==> src/rtl/exception_controller.sv <==
// Exception and interrupt controller: synchronises and latches the external
// IRQ lines, prioritises synchronous exceptions against interrupts, captures
// the cause/EPC/BD values for COP0 and sequences the pipeline flush and the
// fetch redirect to the handler entry point.
module exception_controller #(
    parameter logic [31:0] HANDLER_ADDR = 32'h80000180,
    parameter int unsigned SYNC_STAGES  = 2
) (
    input  logic        iCLK,
    input  logic        iCLR,
    input  logic [6:0]  iIRQ,
    input  logic [6:0]  iIrqClear,
    input  logic [7:0]  iInterruptMask,
    input  logic        iExcLevel,
    input  logic        iAddrErrLoad,
    input  logic        iAddrErrStore,
    input  logic        iIllegalInstr,
    input  logic        iOverflow,
    input  logic        iSyscall,
    input  logic        iBreak,
    input  logic [31:0] iPC,
    input  logic        iInBranchDelay,
    input  logic        iStall,
    input  logic        iEret,
    output logic [7:0]  oPendingInterrupt,
    output logic        oExcOccurred,
    output logic [4:0]  oExcCode,
    output logic        oBranchDelay,
    output logic [31:0] oEPC,
    output logic        oFlush,
    output logic        oRedirect,
    output logic [31:0] oRedirectPC,
    output logic        oBusy
);

    localparam logic [4:0] CODE_INT  = 5'd0;
    localparam logic [4:0] CODE_ADEL = 5'd4;
    localparam logic [4:0] CODE_ADES = 5'd5;
    localparam logic [4:0] CODE_SYS  = 5'd8;
    localparam logic [4:0] CODE_BP   = 5'd9;
    localparam logic [4:0] CODE_RI   = 5'd10;
    localparam logic [4:0] CODE_OV   = 5'd12;

    typedef enum logic [1:0] {
        IDLE,
        COMMIT,
        REDIRECT,
        HANDLER
    } state_t;

    state_t                         state_q, state_d;
    logic [SYNC_STAGES-1:0][6:0]    sync_q, sync_d;
    logic [6:0]                     irq_prev_q, irq_prev_d;
    logic [6:0]                     pending_q, pending_d;
    logic [4:0]                     exc_code_q, exc_code_d;
    logic                           bd_q, bd_d;
    logic [31:0]                    epc_q, epc_d;

    logic [6:0]                     irq_rise;
    logic                           sync_req;
    logic                           int_req;
    logic [4:0]                     trap_code;

    // IRQ synchroniser chain, edge detector and sticky pending latch
    always_comb begin
        sync_d[0] = iIRQ;
        for (int unsigned i = 1; i < SYNC_STAGES; i++) begin
            sync_d[i] = sync_q[i-1];
        end
        irq_prev_d = sync_q[SYNC_STAGES-1];
        irq_rise   = sync_q[SYNC_STAGES-1] & ~irq_prev_q;
        // set is OR-ed in after the clear so a same-cycle set wins
        pending_d  = (pending_q & ~iIrqClear) | irq_rise;
    end

    // Trap request detection and fixed-priority cause encoding
    always_comb begin
        sync_req = iAddrErrLoad | iAddrErrStore | iIllegalInstr |
                   iOverflow | iSyscall | iBreak;
        int_req  = (|iInterruptMask) & ~iExcLevel;
        if (iAddrErrLoad)       trap_code = CODE_ADEL;
        else if (iAddrErrStore) trap_code = CODE_ADES;
        else if (iIllegalInstr) trap_code = CODE_RI;
        else if (iOverflow)     trap_code = CODE_OV;
        else if (iSyscall)      trap_code = CODE_SYS;
        else if (iBreak)        trap_code = CODE_BP;
        else                    trap_code = CODE_INT;
    end

    // Trap sequencing FSM: next state, cause capture and Moore outputs
    always_comb begin
        state_d      = state_q;
        exc_code_d   = exc_code_q;
        bd_d         = bd_q;
        epc_d        = epc_q;
        oExcOccurred = 1'b0;
        oFlush       = 1'b0;
        oRedirect    = 1'b0;
        unique case (state_q)
            IDLE: begin
                if (sync_req || int_req) begin
                    exc_code_d = trap_code;
                    bd_d       = iInBranchDelay;
                    epc_d      = iInBranchDelay ? (iPC - 32'd4) : iPC;
                    state_d    = COMMIT;
                end
            end
            COMMIT: begin
                oExcOccurred = 1'b1;
                oFlush       = 1'b1;
                oRedirect    = 1'b1;
                state_d      = REDIRECT;
            end
            REDIRECT: begin
                oFlush    = 1'b1;
                oRedirect = 1'b1;
                if (!iStall) state_d = HANDLER;
            end
            HANDLER: begin
                if (iEret) state_d = IDLE;
            end
            default: state_d = IDLE;
        endcase
    end

    // Output wiring that does not depend on the FSM decision
    always_comb begin
        oPendingInterrupt = {1'b0, pending_q};
        oExcCode          = exc_code_q;
        oBranchDelay      = bd_q;
        oEPC              = epc_q;
        oRedirectPC       = HANDLER_ADDR;
        oBusy             = (state_q != IDLE);
    end

    // State registers with synchronous active-high reset
    always_ff @(posedge iCLK) begin
        if (iCLR) begin
            state_q    <= IDLE;
            sync_q     <= '0;
            irq_prev_q <= '0;
            pending_q  <= '0;
            exc_code_q <= '0;
            bd_q       <= 1'b0;
            epc_q      <= '0;
        end else begin
            state_q    <= state_d;
            sync_q     <= sync_d;
            irq_prev_q <= irq_prev_d;
            pending_q  <= pending_d;
            exc_code_q <= exc_code_d;
            bd_q       <= bd_d;
            epc_q      <= epc_d;
        end
    end

endmodule

==> config.mk <==
export PLATFORM = sky130hd
export DESIGN_NAME = exception_controller
export DESIGN_NICKNAME = d
export VERILOG_FILES = /design/src/rtl/exception_controller.sv
export SDC_FILE = /design/constraint.sdc
export NUM_CORES = 1
export LEC_CHECK = 0
export CELL_PAD_IN_SITES_DETAIL_PLACEMENT = 0
export CELL_PAD_IN_SITES_GLOBAL_PLACEMENT = 2
export CORE_MARGIN = 1.5
export CORE_UTILIZATION = 25
export DETAILED_ROUTE_END_ITERATION = 8
export HOLD_SLACK_MARGIN = 0.12
export PLACE_DENSITY_LB_ADDON = 0.1
export SYNTH_ARGS = -nofsm -noshare
export SYNTH_HDL_FRONTEND = slang
export SYNTH_SLANG_ARGS = --single-unit
==> constraint.sdc <==
create_clock -name iCLK -period 6.25 [get_ports iCLK]
set_input_delay 0.9375 -clock iCLK [delete_from_list [all_inputs] [get_ports iCLK]]
set_output_delay 0.9375 -clock iCLK [all_outputs]
set_load 0.02 [all_outputs]
# [Word-level counts from Yosys, hierarchy flattened]
# Cells that the tools add are included.
[totals] register_bits=68
[op_classes] add_sub_neg=1 n_eq_ne=6 mux=13 bitwise_logic=12 n_reduce_logical=7
[ops] operator="32-bit two-way mux" count=1
[ops] operator="32-bit by 3-bit subtractor with 32-bit output, second input constant" count=1
[ops] operator="4-bit two-way mux" count=6
[ops] operator="7-bit bitwise AND" count=2
[ops] operator="7-bit inverter" count=2
[ops] operator="2-bit case mux with 4 select lines" count=1
[ops] operator="8-bit OR reduction" count=1
[ops] operator="7-bit bitwise OR" count=1
[ops] operator="2-bit two-way mux" count=3
[ops] operator="2-bit != test, second input constant" count=3
[ops] operator="1-bit bitwise OR" count=5
[ops] operator="2-bit == test, second input constant" count=2
[ops] operator="3-bit AND reduction" count=1
[ops] operator="2-bit by 1-bit == test with 1-bit output, second input constant" count=1
[ops] operator="2-bit zero test" count=1
[ops] operator="1-bit two-way mux" count=2
[ops] operator="2-bit AND reduction" count=1
[ops] operator="2-bit nonzero test" count=1
[ops] operator="2-bit OR reduction" count=1
[ops] operator="1-bit bitwise AND" count=1
[ops] operator="1-bit logical OR" count=1
[ops] operator="1-bit inverter" count=1

# [Longest topological paths before layout]
# Gate-level depths: netlist (run 1).
[depth] ltp_word=8 mapped_depth=8 depth_no_buf=7

# [Worst setup path before layout (run 1)]
# No wires, ideal clock.
[synth_path] path_type="input to register" from="in iPC[10]" to="reg epc_q[30], in the netlist oEPC[30]" arrival_time_ps=2509 slack_ps=3604 cell_stages=6 n_path_buf=1 path_cell_list="or4_4 or4_4 buf_6 nor4_4 xnor2_1 a211oi_2"
[synth_via] elab_chain_len=2
[synth_lines] element="start: declaration" line="21" rtl="input logic [31:0] iPC,"
[synth_lines] element="32-bit by 3-bit subtractor with 32-bit output" line="104" rtl="epc_d = iInBranchDelay ? (iPC - 32'd4) : iPC;"
[synth_lines] element="32-bit two-way mux" line="104"
[synth_lines] element="end signal: assignment" line="153" rtl="epc_q <= epc_d;"
[synth_lines] element="end: declaration" line="57" rtl="logic [31:0] epc_q, epc_d;"
# No other way between the ends.
# A chain may end at the register's enable or synchronous reset.

# [Worst setup path in the final report (run 1)]
[layout_path] from="in iPC[2]" to="reg epc_q[30], in the netlist oEPC[30]"
# The elaborated chain is that of the path after synthesis.

==> Flow_metrics.wiki, run 1 <==
{| class="wikitable"
! Metric !! Value
|-
| PostCTS Resize Cnt || 0
|-
| Post-synthesis cell type with the largest combined area || sky130_fd_sc_hd__dfxtp_1
|-
| Switching component of the power || 0.660 mW
|-
| Maximum resistive drop on vdd || 0.159 mV
|-
| Hold WC Path Type || reg -> reg
|-
| #FFs+latches synth || 67
|-
| Final instance count without filler cells || 634
|-
| Final wirelength || 8.15 mm
|-
| Clock-pin slew on the worst setup and hold paths || around 0.05 ns
|-
| Endpoint class of the critical path || flip-flop
|-
| Via count || 2624
|-
| Area share of the largest cell type after synthesis || 42.2%
|-
| Worst hold margin || 0.435 ns
|-
| Library cells used by synthesis || 41
|-
| Signed area change from the synthesized netlist to the final layout || 46.6%
|-
| Largest stage delay, worst path || 0.71 ns
|-
| Cell chosen for the clock root || sky130_fd_sc_hd__clkbuf_16
|-
| Die height || between 100 and 150 microns
|-
| Count of maximum capacitance violations || 0
|-
| Number of buffers added to fix hold violations after cts || 0
|-
| Clock tree from TritonCTS || yes
|-
| Maximum number of pins on one net before global-route repair || 68
|-
| Die boundary width || 116 microns
|-
| Router iterations before antenna repair || 4
|-
| Portion of the post-synthesis area used by sequential elements || 42.2%
|-
| Family of cells with the greatest summed delay on the critical path || simple AND/OR/NAND/NOR gates
|-
| Net count reported at finish || 529
|-
| Critical-path cell list || clkdlybuf4s50_1, inv_1, ha_1, nand4bb_1, or4_4, nor4_4, xnor2_1, a211oi_2
|-
| P_int || around 1.2 mW
|-
| Fin crit period || 3.02 ns
|-
| Hold Path Origin || sync_d[7]$_SDFF_PP0_
|-
| Max Fclk || 0.332 GHz
|-
| Placed cell count || 618
|-
| Clock network power share || 30.6%
|-
| Final cycle utilization of the critical path || 48.2%
|-
| Maximum level of the CTS H-tree || 3
|-
| Number of buffers created by CTS || 9
|-
| Maximum buffer depth of the clock tree || 2
|-
| Headroom to the max-slew limit || 39.5%
|-
| Count of port buffers added during placement || 113
|-
| Switching share of total power || 34.6%
|-
| Total Power Consumption || 1.91 mW
|-
| Launch point of the worst reg-to-reg path || state_q[0]$_SDFFE_PP0P_
|-
| Count of standard-cell rows || a little over 40
|-
| Estimated wirelength of the detail-placed design || approximately 5.6 mm
|-
| Residual DRC || 0
|-
| Weighted congestion reported at the end of routability-driven placement || 0.742
|-
| Startpoint type of the worst setup path || input port
|-
| Post-route antenna net violation count || 0
|-
| Total I/O pin count || 148
|-
| Area of the mapped netlist || between 3000 and 4000 sq um
|-
| Per-cell via count in the routed design || just over 4
|-
| Later-pin clock latency in the skew report || 0.33 ns
|-
| Starting Density || between 20 and 30%
|-
| Critical path peak fanout || 10
|-
| Vias in the first global route || 2434
|-
| Area enclosed by the die boundary || 13400 sq um
|-
| Outcome || complete, no violations
|-
| Initial antenna violation count || 0
|-
| Ant. Diodes || 0
|-
| Ranking of synthesized cells by area || sky130_fd_sc_hd__dfxtp_1, sky130_fd_sc_hd__buf_4, sky130_fd_sc_hd__xnor2_1, sky130_fd_sc_hd__a211oi_1, sky130_fd_sc_hd__nor2_1
|-
| Gr ovfl total || 0
|-
| Share of power burned in registers || 30.8%
|-
| Bufs and invs on worst path || 2
|-
| Ys Warns || 0
|-
| Req. time, crit path || 6.43 ns
|-
| Hold violation count in the final report || 0
|-
| Power per Cell Area || 408 nW/um^2
|-
| Leak || 1.67 nW
|-
| Final Setup Violations || 0
|-
| Iter 0 DRT Violations || 143
|-
| Fraction of layout cells with a size suffix above 1 || 7.14%
|-
| Cells after synthesis || roughly 350
|-
| Final-layout setup total negative slack || 0 ns
|-
| Slew at the pin closest to its max-slew limit || around 0.9 ns
|-
| Clock Skew || 0.00437 ns
|-
| Post CTS Setup Buffer Count || 0
|-
| Combinational fraction of design power || roughly 39%
|-
| Floorplan Core Area || 12500 sq um
|-
| Critical path launch point || iPC[2]
|-
| Mean instance size in the synthesized netlist || 9.06 sq um
|-
| RSZ-0062 raised after global routing || false
|-
| Final number of max-transition violations || 0
|-
| Global-route wire length before repair || between 10 and 15 mm
|-
| Standard cell with the maximum stage delay on the critical path || sky130_fd_sc_hd__or4_4
|-
| Crit Path Category || in -> reg
|-
| Data arrival, critical path || between 3 and 4 ns
|-
| Number of sinks driven by the clock tree || 67
|-
| Overall track demand over capacity in global routing || ~13%
|-
| Wirelength per Cell || approximately 13 microns
|}
## cells in the mapped netlist
| master | number |
|---|---|
| sky130_fd_sc_hd__a211oi_1 | 27 |
| sky130_fd_sc_hd__a211oi_2 | 3 |
| sky130_fd_sc_hd__a21oi_1 | 15 |
| sky130_fd_sc_hd__a22oi_1 | 1 |
| sky130_fd_sc_hd__a311oi_1 | 1 |
| sky130_fd_sc_hd__a32oi_1 | 1 |
| sky130_fd_sc_hd__buf_1 | 4 |
| sky130_fd_sc_hd__buf_2 | 1 |
| sky130_fd_sc_hd__buf_4 | 35 |
| sky130_fd_sc_hd__buf_6 | 1 |
| sky130_fd_sc_hd__clkbuf_1 | 11 |
| sky130_fd_sc_hd__conb_1 | 2 |
| sky130_fd_sc_hd__dfxtp_1 | 67 |
| sky130_fd_sc_hd__ha_1 | 6 |
| sky130_fd_sc_hd__inv_1 | 6 |
| sky130_fd_sc_hd__mux2i_1 | 1 |
| sky130_fd_sc_hd__nand2_1 | 14 |
| sky130_fd_sc_hd__nand2b_1 | 17 |
| sky130_fd_sc_hd__nand3_1 | 2 |
| sky130_fd_sc_hd__nand4_1 | 2 |
| sky130_fd_sc_hd__nand4bb_1 | 1 |
| sky130_fd_sc_hd__nor2_1 | 43 |
| sky130_fd_sc_hd__nor2b_1 | 21 |
| sky130_fd_sc_hd__nor3_1 | 8 |
| sky130_fd_sc_hd__nor3_2 | 1 |
| sky130_fd_sc_hd__nor4_1 | 13 |
| sky130_fd_sc_hd__nor4_2 | 2 |
| sky130_fd_sc_hd__nor4_4 | 1 |
| sky130_fd_sc_hd__nor4b_1 | 1 |
| sky130_fd_sc_hd__nor4b_2 | 1 |
| sky130_fd_sc_hd__o211ai_1 | 1 |
| sky130_fd_sc_hd__o31ai_1 | 1 |
| sky130_fd_sc_hd__o41a_1 | 1 |
| sky130_fd_sc_hd__o41ai_1 | 1 |
| sky130_fd_sc_hd__o41ai_2 | 1 |
| sky130_fd_sc_hd__or2_1 | 1 |
| sky130_fd_sc_hd__or2_2 | 2 |
| sky130_fd_sc_hd__or3_1 | 4 |
| sky130_fd_sc_hd__or4_4 | 2 |
| sky130_fd_sc_hd__xnor2_1 | 24 |
| sky130_fd_sc_hd__xor2_1 | 4 |
## flip-flops by register name, indices dropped and copies added (netlist names)
register	flops
sync_d	7
oEPC	32
state_q	2
irq_prev_d	7
oBranchDelay	1
oExcCode	4
pending_q	7
irq_prev_q	7
## power by group through the flow
stage	sequential, mW	clock (mW)	combinational [mW]
3_3_place_gp	0.598	0	0.738
6_report	0.587	0.583	0.735
2_1_floorplan	0.703	0	0.323
3_5_place_dp	0.595	0	0.743
4_1_cts	0.588	0.605	0.747
5_1_grt	0.600	0.621	0.799
## cell type report
cell class / count / area, sq um
timing repair buffer: 115 / 1140
tap: 172 / 215
multi-input combinational: 258 / 1600
inverter: 6 / 22.5
fill: 1330 / 7850
clock inverter: 7 / 116
sequential: 67 / 1340
clock buffer: 9 / 225
## layout by cell type, fill, tap and decap left out, types with 6 or more instances in the layout
cell type	n
sky130_fd_sc_hd__a211oi_1	27
sky130_fd_sc_hd__a21oi_1	15
sky130_fd_sc_hd__clkbuf_16	9
sky130_fd_sc_hd__clkdlybuf4s50_1	112
sky130_fd_sc_hd__conb_1	34
sky130_fd_sc_hd__dfxtp_1	67
sky130_fd_sc_hd__ha_1	6
sky130_fd_sc_hd__inv_1	6
sky130_fd_sc_hd__nand2_1	14
sky130_fd_sc_hd__nand2b_1	17
sky130_fd_sc_hd__nor2_1	43
sky130_fd_sc_hd__nor2b_1	21
sky130_fd_sc_hd__nor3_1	8
sky130_fd_sc_hd__nor4_1	13
sky130_fd_sc_hd__xnor2_1	24
## path summary, 6_finish.rpt
check | endpoint | slack [ns] | depth (start not counted)
setup / recovery | oEPC[30]$_SDFFE_PP0P_ | 3.23 | 8
hold / removal | irq_prev_d[0]$_SDFF_PP0_ | 0.43 | 1
setup reg to reg | oEPC[3]$_SDFFE_PP0P_ | 4.33 | 6
hold reg to reg | irq_prev_d[0]$_SDFF_PP0_ | 0.43 | 1
## per-stage QoR
stage	worst slack, ns	utilization [%]	area [sq um]
global placement	2.94	34.5	4320
floorplan	3.60	-	3300
finish	3.23	37.3	4670
detailed placement	2.91	34.5	4320
CTS	3.26	37.3	4670
global route	3.05	37.3	4670
## cells by family (layout without fill, tap and decap cells)
| logic type | count (synthesis) | count (layout) | synth area share (%) |
|---|---|---|---|
| xor gates and xnor gates | 28 | 28 | 7.71 |
| other | 2 | 34 | 0.236 |
| buffers and inverters | 58 | 137 | 11.2 |
| and+or+nand+nor | 136 | 136 | 23.7 |
| AOI/OAI and AO/OA | 53 | 53 | 12.3 |
| adders and majority gates | 6 | 6 | 2.36 |
| muxes | 1 | 1 | 0.315 |
| DFF | 67 | 67 | 42.2 |
## routing by layer
metal  track usage [%]  part of all wire [%]
met1              16.7                    50
met2              18.4                    43
met3              5.60                   6.8
met4              4.39                  0.59
met5                 0                     0
Power figures use the tool's default switching activity.
==> run 2: changes to the inputs <==
CORE_UTILIZATION = 21   (was 25)
clock period = 2.65 ns   (was 6.25 ns; I/O delays follow)
==> Flow_metrics.wiki, run 2 (synthesis gave the netlist of run 1 again) <==
{| class="wikitable"
! Metric !! Value
|-
| Area enclosed by the die boundary || 15900 sq um (+19%)
|-
| Signed area change from the synthesized netlist to the final layout || 50.4%
|-
| Logic depth of the worst register-to-register path || 6 (unchanged)
|-
| Max Fclk || 0.432 GHz
|-
| Overall track demand over capacity in global routing || 11.2% (-1.4 points)
|-
| Clock tree from TritonCTS || yes
|-
| Startpoint type of the worst setup path || input port
|-
| Slew at the pin closest to its max-slew limit || 0.750 ns (-0.148 ns)
|-
| GR Layer Usage met2 || 17.3% (-1.1 points)
|-
| Post-route antenna net violation count || 0 (unchanged)
|-
| Headroom to the max-slew limit || 50.0% (+11 points)
|-
| PostCTS Resize Cnt || 0 (unchanged)
|-
| Count of standard-cell rows || 44 (+7.3%)
|-
| Leading cell type in the layout, fill and taps excluded || sky130_fd_sc_hd__clkdlybuf4s50_1
|-
| Endpoint class of the critical path || flip-flop
|-
| Fin crit period || 2.32 ns
|-
| Placement-stage worst setup slack || -0.00940 ns (-2.92 ns)
|-
| Maximum level of the CTS H-tree || 3 (unchanged)
|-
| Worst hold stages || 1 (unchanged)
|-
| Ant. Diodes || 0 (unchanged)
|-
| Residual DRC || 10 (+10)
|-
| Gr ovfl total || 0 (unchanged)
|-
| Cell chosen for the clock root || sky130_fd_sc_hd__clkbuf_16
|-
| Global-route wire length before repair || 13.7 mm (+6.9%)
|-
| Final cycle utilization of the critical path || 87.4%
|-
| Floorplan Core Area || 14600 sq um (+17%)
|-
| End-of-flow core utilization || 32.7% (-4.6 points)
|-
| Clock-pin slew on the worst setup and hold paths || 0.06 ns (about the same)
|-
| Number of buffers created by CTS || 9 (unchanged)
|-
| Outcome || finished, violations left
|-
| Starting Density || 21.7% (-3.7 points)
|-
| Post CTS Setup Buffer Count || 0 (unchanged)
|-
| Most frequent cells in the layout || sky130_fd_sc_hd__clkdlybuf4s50_1, sky130_fd_sc_hd__dfxtp_1, sky130_fd_sc_hd__nor2_1
|-
| Post-route standard cell area excluding fillers || 4790 sq um (+2.6%)
|-
| Hold WC Path Type || reg -> reg
|-
| Die height || 126 microns (+8.9%)
|-
| Weighted congestion reported at the end of routability-driven placement || 0.742 (about the same)
|-
| Maximum resistive drop on vdd || 0.376 mV (+140%)
|-
| GR met3 Demand/Resource || 2.97% (-2.6 points)
|-
| Final wirelength || 8.60 mm (+5.6%)
|-
| Final number of max-transition violations || 0 (unchanged)
|-
| Fraction of layout cells with a size suffix above 1 || 9.68% (+2.5 points)
|-
| Placed cell count || 643 (+4.0%)
|-
| Area after DPL || 4450 sq um (+2.9%)
|-
| Die boundary width || 126 microns (+8.9%)
|-
| Count of port buffers added during placement || 113 (unchanged)
|-
| Estimated wirelength of the detail-placed design || 6.28 mm (+12%)
|-
| Maximum buffer depth of the clock tree || 2 (unchanged)
|-
| Critical path peak fanout || 10 (unchanged)
|-
| Number of flip-flops in the largest register || 32 (unchanged)
|-
| Wirelength per Cell || 13.1 microns (+1.6%)
|-
| Violations in the final reports || design-rule violations
|-
| Total I/O pin count || 148 (unchanged)
|-
| Hold violation count in the final report || 0 (unchanged)
|-
| Maximum number of pins on one net before global-route repair || 68 (unchanged)
|-
| Final instance count without filler cells || 659 (+3.9%)
|-
| Vias in the first global route || 2657 (+9.2%)
|-
| Clock Skew || 0.00514 ns (+0.000774 ns)
|-
| Initial antenna violation count || 0 (unchanged)
|-
| Iter 0 DRT Violations || 85 (-41%)
|-
| Worst hold margin || 0.432 ns (-0.00235 ns)
|-
| Layout fillers || 1549 (+16%)
|-
| Crit Path Category || in -> reg
|-
| Data arrival, critical path || 2.56 ns (-0.64 ns)
|-
| Power per Cell Area || 946 nW/um^2 (+130%)
|-
| Met1 capacity usage during global routing || 14.4% (-2.3 points)
|-
| Via count || 2663 (+1.5%)
|-
| Leak || 1.73 nW (+3.6%)
|-
| Number of buffers added to fix hold violations after cts || 0 (unchanged)
|-
| Number of sinks driven by the clock tree || 67 (unchanged)
|-
| Later-pin clock latency in the skew report || 0.33 ns (about the same)
|-
| Final Setup Violations || 0 (unchanged)
|-
| Per-cell via count in the routed design || 4.04 (-2.4%)
|-
| RSZ-0062 raised after global routing || false
|-
| Net count reported at finish || 542 (+2.5%)
|-
| Req. time, crit path || 2.89 ns (-3.54 ns)
|-
| Router iterations before antenna repair || 6 (+2)
|-
| Final worst-path setup slack || 0.335 ns (-2.90 ns)
|-
| Count of maximum capacitance violations || 0 (unchanged)
|-
| Most crowded layer after global routing || met2
|}
==> run 2: changes by cell type in the layout (fill, tap and decap cells not counted), sizes merged <==
cell      before  now
buf            3   16
clkinv         3    0
clkbuf         9   11
bufinv         3    2
clkinvlp       1    2
inv            6    7
==> run 2: metrics by stage <==
step                      total power, mW  setup TNS (ns)
final                                4.53               0
after global routing                 4.82               0
after CTS                            4.62               0
after detailed placement             3.24        -0.00940
after global placement               3.23               0
after floorplan                      2.42               0
==> run 2: worst paths after layout <==
check / startpoint / endpoint / slack (ns)
max: iPC[10] / oEPC[25]$_SDFFE_PP0P_ / 0.33
min: sync_d[12]$_SDFF_PP0_ / irq_prev_d[5]$_SDFF_PP0_ / 0.43
max reg2reg: state_q[0]$_SDFFE_PP0P_ / state_q[1]$_SDFFE_PP0P_ / 0.95
min reg2reg: sync_d[12]$_SDFF_PP0_ / irq_prev_d[5]$_SDFF_PP0_ / 0.43
==> run 2: routing by layer <==
metal  part of all wire [%]  vias to the layer above
li1                       -                     1378
met1                     47                     1193
met2                     44                       79
met3                    6.2                       13
met4                    2.2                        0
met5                      0                        -
==> run 2: power by group <==
group	internal, mW	total [mW]	switching, mW
Sequential	1.25	1.38	0.129
Clock	0.878	1.33	0.457
Combinational	0.821	1.81	0.989
==> run 2: worst max-delay path, cell delays in order <==
cell and delay [ns]:
sky130_fd_sc_hd__clkdlybuf4s50_1 0.43, sky130_fd_sc_hd__or4_4 0.55, sky130_fd_sc_hd__or2_1 0.42, sky130_fd_sc_hd__nor4_1 0.40
sky130_fd_sc_hd__xnor2_1 0.11, sky130_fd_sc_hd__a211oi_1 0.24
==> run 2: cell type report <==
class	instances	area, sq um	share of cell area (%)
inverter	6	22.5	0.471
clock inverter	5	83.8	1.75
multi-input combinational	258	1600	33.5
clock buffer	11	253	5.28
tap	184	230	4.81
timing repair buffer	128	1250	26.1
sequential	67	1340	28.0
